$ cat src/rtl/common_pkg.sv
// rtl/common_pkg.sv - shared cbus request/response types, size/length encodings and arbiter state
package common;

    typedef enum logic [1:0] {
        MSIZE1 = 2'd0,
        MSIZE2 = 2'd1,
        MSIZE4 = 2'd2
    } msize_t;

    // Burst length is encoded as beats-1.
    localparam logic [7:0] MLEN1  = 8'd0;
    localparam logic [7:0] MLEN2  = 8'd1;
    localparam logic [7:0] MLEN4  = 8'd3;
    localparam logic [7:0] MLEN8  = 8'd7;
    localparam logic [7:0] MLEN16 = 8'd15;

    typedef struct packed {
        logic        valid;
        logic        is_write;
        logic [31:0] addr;
        msize_t      size;
        logic [7:0]  len;
        logic [31:0] data;
    } cbus_req_t;

    typedef struct packed {
        logic        ready;
        logic        last;
        logic [31:0] data;
    } cbus_resp_t;

    typedef enum logic {
        IDLE = 1'b0,
        BUSY = 1'b1
    } arb_state_t;

endpackage

$ cat src/rtl/cbus_arbiter.sv
// rtl/cbus_arbiter.sv - round-robin arbiter sharing one cache bus among NUM_REQ cache requesters
module cbus_arbiter
    import common::*;
#(
    parameter int NUM_REQ  = 2,
    parameter int IDX_BITS = $clog2(NUM_REQ)
) (
    input  logic                clk,
    input  logic                reset,
    input  cbus_req_t           ireqs [NUM_REQ],
    output cbus_resp_t          oresps [NUM_REQ],
    output cbus_req_t           oreq,
    input  cbus_resp_t          iresp,
    output logic                busy,
    output logic [IDX_BITS-1:0] grant_idx,
    output logic                len_err
);

    arb_state_t          state, state_next;
    logic [IDX_BITS-1:0] grant_next;
    logic [IDX_BITS-1:0] rr_ptr, rr_next;
    logic [7:0]          beat_cnt, beat_next;
    logic                len_err_next;
    logic [NUM_REQ-1:0]  valids;
    logic                pick_found;
    logic [IDX_BITS-1:0] pick_idx;

    // Explicit compare-and-wrap so non-power-of-2 port counts wrap correctly.
    function automatic logic [IDX_BITS-1:0] next_idx(input logic [IDX_BITS-1:0] i);
        return (i == IDX_BITS'(NUM_REQ - 1)) ? '0 : i + IDX_BITS'(1);
    endfunction

    function automatic logic [IDX_BITS:0] rr_pick(input logic [NUM_REQ-1:0] v,
                                                  input logic [IDX_BITS-1:0] ptr);
        logic                found;
        logic [IDX_BITS-1:0] win;
        logic [IDX_BITS-1:0] idx;
        found = 1'b0;
        win   = ptr;
        idx   = ptr;
        for (int k = 0; k < NUM_REQ; k++) begin
            if (!found && v[idx]) begin
                found = 1'b1;
                win   = idx;
            end
            idx = next_idx(idx);
        end
        return {found, win};
    endfunction

    always_comb begin
        valids = '0;
        for (int k = 0; k < NUM_REQ; k++) begin
            valids[k] = ireqs[k].valid;
        end
    end

    assign {pick_found, pick_idx} = rr_pick(valids, rr_ptr);
    assign busy = (state == BUSY);

    always_comb begin
        state_next   = state;
        grant_next   = grant_idx;
        rr_next      = rr_ptr;
        beat_next    = beat_cnt;
        len_err_next = len_err;
        oreq         = '0;
        for (int k = 0; k < NUM_REQ; k++) begin
            oresps[k] = '0;
        end

        case (state)
            IDLE: begin
                if (pick_found) begin
                    grant_next = pick_idx;
                    beat_next  = 8'd0;
                    state_next = BUSY;
                end
            end
            BUSY: begin
                oreq              = ireqs[grant_idx];
                oresps[grant_idx] = iresp;
                if (iresp.ready) begin
                    beat_next = beat_cnt + 8'd1;
                    if (iresp.last) begin
                        if (beat_cnt != oreq.len) begin
                            len_err_next = 1'b1;
                        end
                        state_next = IDLE;
                        rr_next    = next_idx(grant_idx);
                    end
                end
            end
            default: state_next = IDLE;
        endcase
    end

    always_ff @(posedge clk) begin
        if (reset) begin
            state     <= IDLE;
            grant_idx <= '0;
            rr_ptr    <= '0;
            beat_cnt  <= 8'd0;
            len_err   <= 1'b0;
        end else begin
            state     <= state_next;
            grant_idx <= grant_next;
            rr_ptr    <= rr_next;
            beat_cnt  <= beat_next;
            len_err   <= len_err_next;
        end
    end

    // The grantee must hold valid for the whole burst.
    grantee_holds_valid: assert property (@(posedge clk) disable iff (reset)
        (state == BUSY) |-> oreq.valid);

endmodule
$ cat config.mk
export PLATFORM = sky130hd
export DESIGN_NAME = cbus_arbiter
export DESIGN_NICKNAME = d
export VERILOG_FILES = /design/src/rtl/common_pkg.sv /design/src/rtl/cbus_arbiter.sv
export SDC_FILE = /design/constraint.sdc
export NUM_CORES = 1
export LEC_CHECK = 0
export BUFFER_PORTS_ARGS = -buffer_cell sky130_fd_sc_hd__buf_2
export CAP_MARGIN = 20
export CORE_AREA = 2 2 129 131
export DETAILED_ROUTE_END_ITERATION = 12
export DIE_AREA = 0 0 131 133
export GPL_TIMING_DRIVEN = 0
export HOLD_SLACK_MARGIN = 0.05
export PLACE_DENSITY_LB_ADDON = 0.2
export SETUP_SLACK_MARGIN = 0.02
export SLEW_MARGIN = 0
export SYNTH_ARGS = -nofsm -noshare
export SYNTH_HDL_FRONTEND = slang
export SYNTH_SLANG_ARGS = --single-unit
$ cat constraint.sdc
create_clock -name clk -period 2 [get_ports clk]
set_clock_uncertainty 0.15 [all_clocks]
set_input_delay 0.4 -clock clk [delete_from_list [all_inputs] [get_ports clk]]
set_output_delay 0.4 -clock clk [all_outputs]
set_load 0.05 [all_outputs]
After elaboration in Yosys (flattened, before gate mapping)
Index checks and enable logic that the tools add are counted.
{ "totals": {"regBits": 12} }
{ "classes": {"n_addsub": 3, "n_lt_le_gt_ge": 4, "n_eq_ne": 3, "muxes": 23, "bitwise_logic": 3, "reduce_logical": 7} }
{ "op_table": {"columns": ["operator", "count"], "rows": [
  ["76-bit 2-to-1 mux", 4],
  ["68-bit bitwise AND", 1],
  ["68-bit 2-to-1 mux", 1],
  ["34-bit demux with 1-bit select", 1],
  ["34-bit 2-to-1 mux", 1],
  ["8-bit 2-to-1 mux", 2],
  ["8-bit case mux with 2 select lines", 1],
  ["1-bit 2-to-1 mux", 12],
  ["8-bit by 1-bit adder with 8-bit output, second input constant", 1],
  ["8-bit != test", 1],
  ["1-bit by 2-bit less-than comparator with 1-bit output, second input constant", 2],
  ["2-bit != test, second input constant", 2],
  ["2-bit AND reduction", 2],
  ["4-bit AND reduction", 1],
  ["3-bit AND reduction", 1],
  ["1-bit adder, second input constant", 2],
  ["2-bit greater-or-equal comparator, second input constant", 1],
  ["1-bit logical AND", 2],
  ["2-bit by 1-bit less-than comparator with 1-bit output, second input constant", 1],
  ["1-bit NOT with 2-bit output", 1],
  ["1-bit case mux with 2 select lines", 1],
  ["1-bit zero test", 1],
  ["1-bit NOT", 1]
]} }

Longest topological paths before layout
Gate-level depths: netlist (run 1).
{ "logic_depth": {"ltp_word": 8, "mapped_depth": 7} }

Least setup slack after synthesis (run 1)
Ideal clock, no wire load.
{ "synth_path": {"path_type": "register to output", "startpoint": "register grant_idx", "endpoint": "output port oreq[15] (netlist bit)", "t_arrival_ps": 2183, "path_slack_ps": -733, "path_stages_with_launch": 7, "n_path_buf": 4, "path_cell_list": "dfxtp_1 > buf_6 > buf_6 > buf_2 > buf_2 > mux2i_1 > nor2_1"} }
{ "synth_lines": {"columns": ["item", "line_no", "rtl"], "rows": [
  ["start, declared", "cbus_arbiter.sv:15", "output logic [IDX_BITS-1:0] grant_idx,"],
  ["start signal, assigned", "cbus_arbiter.sv:107", "grant_idx <= grant_next;"],
  ["end, declared", "cbus_arbiter.sv:12", "output cbus_req_t oreq,"]
]} }

==> impl_results.md, run 1 <==
* Endpoints failing setup at 123
* Clock root cell: clkbuf_16
* Hold_sp: reset
* Post-Syn Area at 0.002190 mm^2
* Sequential area share after synthesis at 0.1097
* Vias in the first global route at 4128
* Met1 usage at 0.1639
* Final WS setup at -166.4 ps
* Rel. slew slack at 0.6349
* Worst skew pair latency at 240 ps
* P&R area growth vs syn at 244.2%
* Worst Path Required at 1450 ps
* Detailed placer's ending HPWL at 11080 um
* Library cells used by synthesis at 30
* Total gr overflow at 0
* Commonest non-fill, non-tap cells in the layout: 212 x buf_2, 96 x buf_8, 60 x nor2_4
* Worst IR Drop VDD at 262.3 uV
* Reg-to-reg critical path endpoint: len_err$_SDFFE_PP0P_
* Failing checks: negative setup slack
* Commonest non-fill, non-tap cell in the layout: buf_2
* Initial Util at 0.1354
* Static Leak at around 3.2 nW
* Family with the most delay on the worst path: buffers and inverters
* Die width at 131 um
* Hold Vio Cnt, Final at 0
* Antenna-violating nets left at 0
* Worst min-delay path class: primary input to flop
* Data arrival, critical path at roughly 1600 ps
* Grt met2 use at 0.3388
* GPL Wtd Cong at 0.8094
* Mapped Cells at 313
* Power Total at 0.003065 W
* Worst Reg-to-Reg Cells at 8
* R2R Setup Slk at roughly 90 ps
* Synth warnings at 0
* Max stage delay on crit path at 350 ps
* Max-slew violations at 0
* GR peak layer: met2
* Num CTS Buffers at 3
* Most used cell, CP: buf_12
* Pwr Density at 406.7 mW/mm^2
* Wire per inst at 16.91 um
* Worst Hold Path EP: rr_ptr$_SDFFE_PP0P_
* Die height at 133 um
* R2r startpoint: grant_idx$_SDFFE_PP0P_
* CTS tree: done
* Die ar. at around 0.017 mm^2
* CP Launch Type: flop
* Largest net degree at the start of global routing at 12
* Clk pin slew, worst setup/hold paths at around 40 ps
* Crit-path cells: buf_12 -> buf_12 -> buf_12 -> buf_16 -> mux2i_4 -> nor2_4 -> buf_8
* First-pass GRT wire length at 21970 um
* Worst slew pin tran at ~550 ps
* MaxCap Viol Count at 0
* Met3 Track Usage GR at 0.02588
* RSZ-0062 raised after global routing: true
* CTS sink count at 12
* Period minus WS final at 2166 ps
* Post-synthesis compound-gate area fraction at 0.03600
* Post-DP Area at around 0.0049 mm^2
* Proportion of synthesized area in mux cells at 0.3509
* Initial antenna violation count at 0
* Post-Route WL at 15240 um
* Drt first pass iters at 3
* Largest family of logic cells by synthesized area: simple AND/OR/NAND/NOR gates
* Core Box Area at ~0.016 mm^2
* Setup CP Type: flop to output pin
* Status: finished, violations left
* Simple-Gate Fraction of Synth Area at 0.3794
* IO Count at 335
* Port Buf Inserts at 334
* WP buf/inv at 5
* CP max FO at 6
* Initial DRC Count at 47
* Antenna Cells at 0
* #FFs+latches synth at 12
* All-layer global routing usage at 0.1609
* Syn Nets at 502
* Xor and xnor area share after synthesis at 0.05600
* Vias at 3839
* Placed cells at 867
* Pre-CTS setup slack at -574.1 ps
* Crit-path slowest cell: dfxtp_4
* # nets final at 871
* # fillers at roughly 1400
* Final worst path period share at 1.083
* Remaining DRCs at 0
* Clk buf depth at 2
* Non-Filler Instances at 901
* Fin Setup TNS at -8821 ps
* # rows at 47
* Layout cells sized above 1 at 0.8957
* Adder-Cell Fraction of Synth Area at 0.005714
* Hold_buf cts at 0
* Hold path depth at 2
* Crit path capture type: output pin
* Highest clock rate at 461.6 MHz
* H-tree Lvls at 1
* Syn avg cell area at 6.996 um^2
* Design Area, Final at about 0.0075 mm^2
* Post-DR vias/cell at roughly 4.3
[metrics by stage]
step	util	hold slack (ps)
5_1_grt	0.4660	294.2
6_report	0.4660	262.8
4_1_cts	0.4536	276.6
3_3_place_gp	0.3031	319.2
3_5_place_dp	0.3031	325.5
2_1_floorplan	-	309.4
[Yosys cell counts (all sizes together)]
| library cell | instances | share of area |
|---|---|---|
| buf | 11 | 0.030 |
| clkbuf | 17 | 0.029 |
| a21oi | 4 | 0.0091 |
| xor2 | 5 | 0.020 |
| o21ai | 2 | 0.0046 |
| a211oi | 1 | 0.0034 |
| nand3 | 5 | 0.011 |
| dfxtp | 12 | 0.11 |
| o21bai | 1 | 0.0034 |
| nand2 | 1 | 0.0017 |
| clkinv | 1 | 0.0017 |
| nand4 | 2 | 0.0057 |
| a22oi | 1 | 0.0034 |
| mux2i | 76 | 0.35 |
| o211ai | 1 | 0.0034 |
| nor4 | 2 | 0.0086 |
| and3 | 35 | 0.10 |
| inv | 1 | 0.0017 |
| o21ba | 1 | 0.0046 |
| and2 | 34 | 0.097 |
| nor2 | 86 | 0.15 |
| xnor2 | 9 | 0.036 |
| a311oi | 1 | 0.0040 |
| ha | 1 | 0.0057 |
| nor3 | 2 | 0.0046 |
| nor2b | 1 | 0.0029 |
[worst max path at each step]
stage                                 from         end  cells after the start
floorplan           grant_idx$_SDFFE_PP0P_    oreq[10]                      5
global placement           busy$_SDFF_PP0_  oresps[44]                      5
detailed placement         busy$_SDFF_PP0_  oresps[44]                      5
CTS                 grant_idx$_SDFFE_PP0P_    oreq[16]                      7
global route        grant_idx$_SDFFE_PP0P_    oreq[19]                      7
finish              grant_idx$_SDFFE_PP0P_    oreq[21]                      7
[repair_timing]
action,in CTS,in global routing
gates resized for setup,490,64
pin swaps,31,26
setup buffers,19,5
setup endpoints to repair,145,145
cloned,11,3
[sequential cells by signal (all words and copies together), names as in the netlist]
signal,cells
len_err,1
beat_cnt,8
busy,1
grant_idx,1
rr_ptr,1
[area by class of cell]
cell class	instances	area [um^2]	share of cell area
multi-input combinational	271	3277	0.4348
buffer	24	386.6	0.05130
tap	220	275.3	0.03653
clock buffer	4	88.84	0.01179
timing repair buffer	368	3241	0.4300
inverter	2	20.02	0.002656
sequential	12	247.7	0.03287
[per-layer routing]
metal	up-vias	wire, um
met5	-	0
met4	0	97
met1	1806	5302
met2	203	8716
li1	1822	-
met3	8	1122
[where the power goes]
group | internal (W) | total (W) | switching, W
Clock | 0.000302 | 0.000413 | 0.000111
Combinational | 0.00107 | 0.00240 | 0.00133
Sequential | 0.000246 | 0.000256 | 0.00000931
[logic make-up (layout without fill, tap and decap cells)]
logic type / after synthesis / count (layout)
buffers and inverters: 30 / 398
multiplexers: 76 / 76
AO/OA/AOI/OAI: 12 / 12
adder cells (fa/ha/maj): 1 / 1
XOR/XNOR: 14 / 14
AND/OR/NAND/NOR: 168 / 168
flip-flops: 12 / 12
Power figures use the tool's default switching activity.
==> run 2, diff against run 1 <==
--- a/config.mk
+++ b/config.mk
@@ -5,11 +5,11 @@
 export SDC_FILE = /design/constraint.sdc
 export NUM_CORES = 1
 export LEC_CHECK = 0
-export BUFFER_PORTS_ARGS = -buffer_cell sky130_fd_sc_hd__buf_2
 export CAP_MARGIN = 20
-export CORE_AREA = 2 2 129 131
+export CORE_AREA = 2 2 130 132
 export DETAILED_ROUTE_END_ITERATION = 12
-export DIE_AREA = 0 0 131 133
+export DIE_AREA = 0 0 132 134
+export DONT_BUFFER_PORTS = 1
 export GPL_TIMING_DRIVEN = 0
 export HOLD_SLACK_MARGIN = 0.05
 export PLACE_DENSITY_LB_ADDON = 0.2
==> impl_results.md, run 2 (synthesis results as in run 1) <==
* Status: finished, violations left
* Failing checks: negative setup slack
* GPL Wtd Cong at 0.7694
* Final worst path period share at 1.136
* Pre-CTS setup slack at -690.4 ps
* First-pass GRT wire length at roughly 17000 um
* Data arrival, critical path at 1720 ps
* Post-Route WL at about 12000 um
* WP buf/inv at 4
* Antenna-violating nets left at 0
* CP Launch Type: flop
* Top reg by flops: beat_cnt
* Reg area at between 200 and 250 um^2
* IO Count at about 340
* RSZ-0062 raised after global routing: true
* Vias in the first global route at 2646
* All-layer global routing usage at 0.1200
* Static Leak at between 1 and 1.5 nW
* CTS sink count at 12
* Max FFs per register at 8
* Crit path capture type: output pin
* Num CTS Buffers at 3
* # rows at 47
* Hold Vio Cnt, Final at 0
* Commonest non-fill, non-tap cells in the layout: 77 x nor2_4, 44 x mux2i_2, 34 x and2_4, 34 x and3_4, 30 x mux2i_4
* Drt first pass iters at 6
* Initial antenna violation count at 0
* Worst min-delay path class: primary input to flop
* Detailed placer's ending HPWL at just over 9000 um
* Commonest non-fill, non-tap cell in the layout: nor2_4
* Core Box Area at 0.01629 mm^2
* Die width at 132 um
* Clk pin slew, worst setup/hold paths at approximately 40 ps
* Largest net degree at the start of global routing at 11
* Wire per inst at 21.45 um
* CP max FO at 10
* Worst slew pin tran at about 520 ps
* Worst IR Drop VDD at between 200 and 300 uV
* Pwr Density at 503.8 mW/mm^2
* Post-DR vias/cell at 4.485
* Worst Path Required at 1450 ps
* Most used cell, CP: buf_12
* Worst skew pair latency at 240 ps
* Final WS setup at -272.3 ps
* Die height at 134 um
* Clk buf depth at 2
* H-tree Lvls at 1
* CTS tree: done
* Total gr overflow at 0
* Initial DRC Count at 74
* Vias at 2534
* P&R area growth vs syn at 114.7%
* Max stage delay on crit path at 400 ps
* MaxCap Viol Count at 0
* Initial Util at 0.1344
* Area of the multi-input gates at between 0.003 and 0.004 mm^2
* Highest clock rate at about 440 MHz
* Crit-path slowest cell: dfxtp_4
* Period minus WS final at ~2300 ps
* Setup CP Type: flop to output pin
* Layout cells sized above 1 at 0.8232
* Die ar. at between 0.015 and 0.02 mm^2
* # fillers at between 1500 and 2000
* Hold_buf cts at 0
* Power Total at 0.002369 W
* Endpoints failing setup at 143
* Antenna Cells at 0
* Family with the most delay on the worst path: buffers and inverters
* # nets final at about 540
* Crit-path cells: buf_6 -> buf_12 -> buf_12 -> buf_12 -> mux2i_4 -> nor2_4
* Port Buf Inserts at 0
* Remaining DRCs at 0
* Rel. slew slack at 0.6525
* Clock root cell: clkbuf_16
* Max-slew violations at 0
==> run 2: cell count changes in the layout (fill, tap and decap cells not counted), moves of 4 or more <==
cell | previous run | this run
and3_2 | 4 | 0
and3_4 | 30 | 34
buf_2 | 212 | 0
buf_4 | 18 | 12
buf_6 | 37 | 6
buf_8 | 96 | 8
mux2i_1 | 13 | 2
mux2i_2 | 7 | 44
mux2i_4 | 56 | 30
nor2_2 | 17 | 0
nor2_4 | 60 | 77
==> run 2: cell type report <==
cell class / count / area share
well taps: 220 / 0.05854
clock buffers: 4 / 0.01889
plain buffers: 25 / 0.08834
inverters: 2 / 0.004258
flip-flops and latches: 12 / 0.05269
multi-input cells: 271 / 0.6783
repair buffers: 31 / 0.09899
==> run 2: metal layers <==
layer	up-vias	share of wire	GRT usage
li1	1135	-	-
met1	1182	0.36	0.1295
met2	207	0.55	0.2413
met3	10	0.081	0.02646
met4	0	0.012	0.01751
met5	-	0	0
==> run 2: what timing repair did <==
item / CTS / global route
gates resized for setup: 195 / 35
buffers inserted: 10 / 9
pin swaps: 106 / 44
endpoints found under the setup margin: 146 / 145
cloned: 7 / 5
==> run 2: worst paths after layout <==
kind	start	end	slack, ps	cells past startpoint
max	grant_idx$_SDFFE_PP0P_	oreq[54]	-270	6
min	reset	grant_idx$_SDFFE_PP0P_	70	1
max reg2reg	grant_idx$_SDFFE_PP0P_	len_err$_SDFFE_PP0P_	-200	9
min reg2reg	rr_ptr$_SDFFE_PP0P_	rr_ptr$_SDFFE_PP0P_	380	2
==> run 2: worst register-to-register path: cells and delay by family (launching register included) <==
| family | cells | cell delay, ps |
|---|---|---|
| XOR/XNOR | 1 | 110 |
| buffers and inverters | 4 | 540 |
| AO/OA/AOI/OAI | 2 | 270 |
| AND/OR/NAND/NOR | 1 | 290 |
| flip-flops | 1 | 450 |
| multiplexers | 1 | 290 |
==> run 2: power breakdown <==
group	internal [W]	leakage [nW]	total [W]	switching [W]
clock network	0.000302	0.0442	0.000409	0.000107
logic	0.000600	1.33	0.00169	0.00109
registers	0.000247	0.0987	0.000273	0.0000264
total	0.00115	1.48	0.00237	0.00122
==> run 2: per-stage QoR <==
step / hold slack [ps] / TNS [ps] / util / instances / area, um^2
floorplan: 309.4 / -1725 / - / 313 / 2954
global placement: 319.5 / -54400 / 0.1982 / 533 / 3229
detailed placement: 317.4 / -60520 / 0.1982 / 533 / 3229
CTS: 66.99 / -27670 / 0.2705 / 554 / 4405
global route: 65.56 / -36730 / 0.2887 / 565 / 4702
finish: 73.19 / -29340 / 0.2887 / 565 / 4702
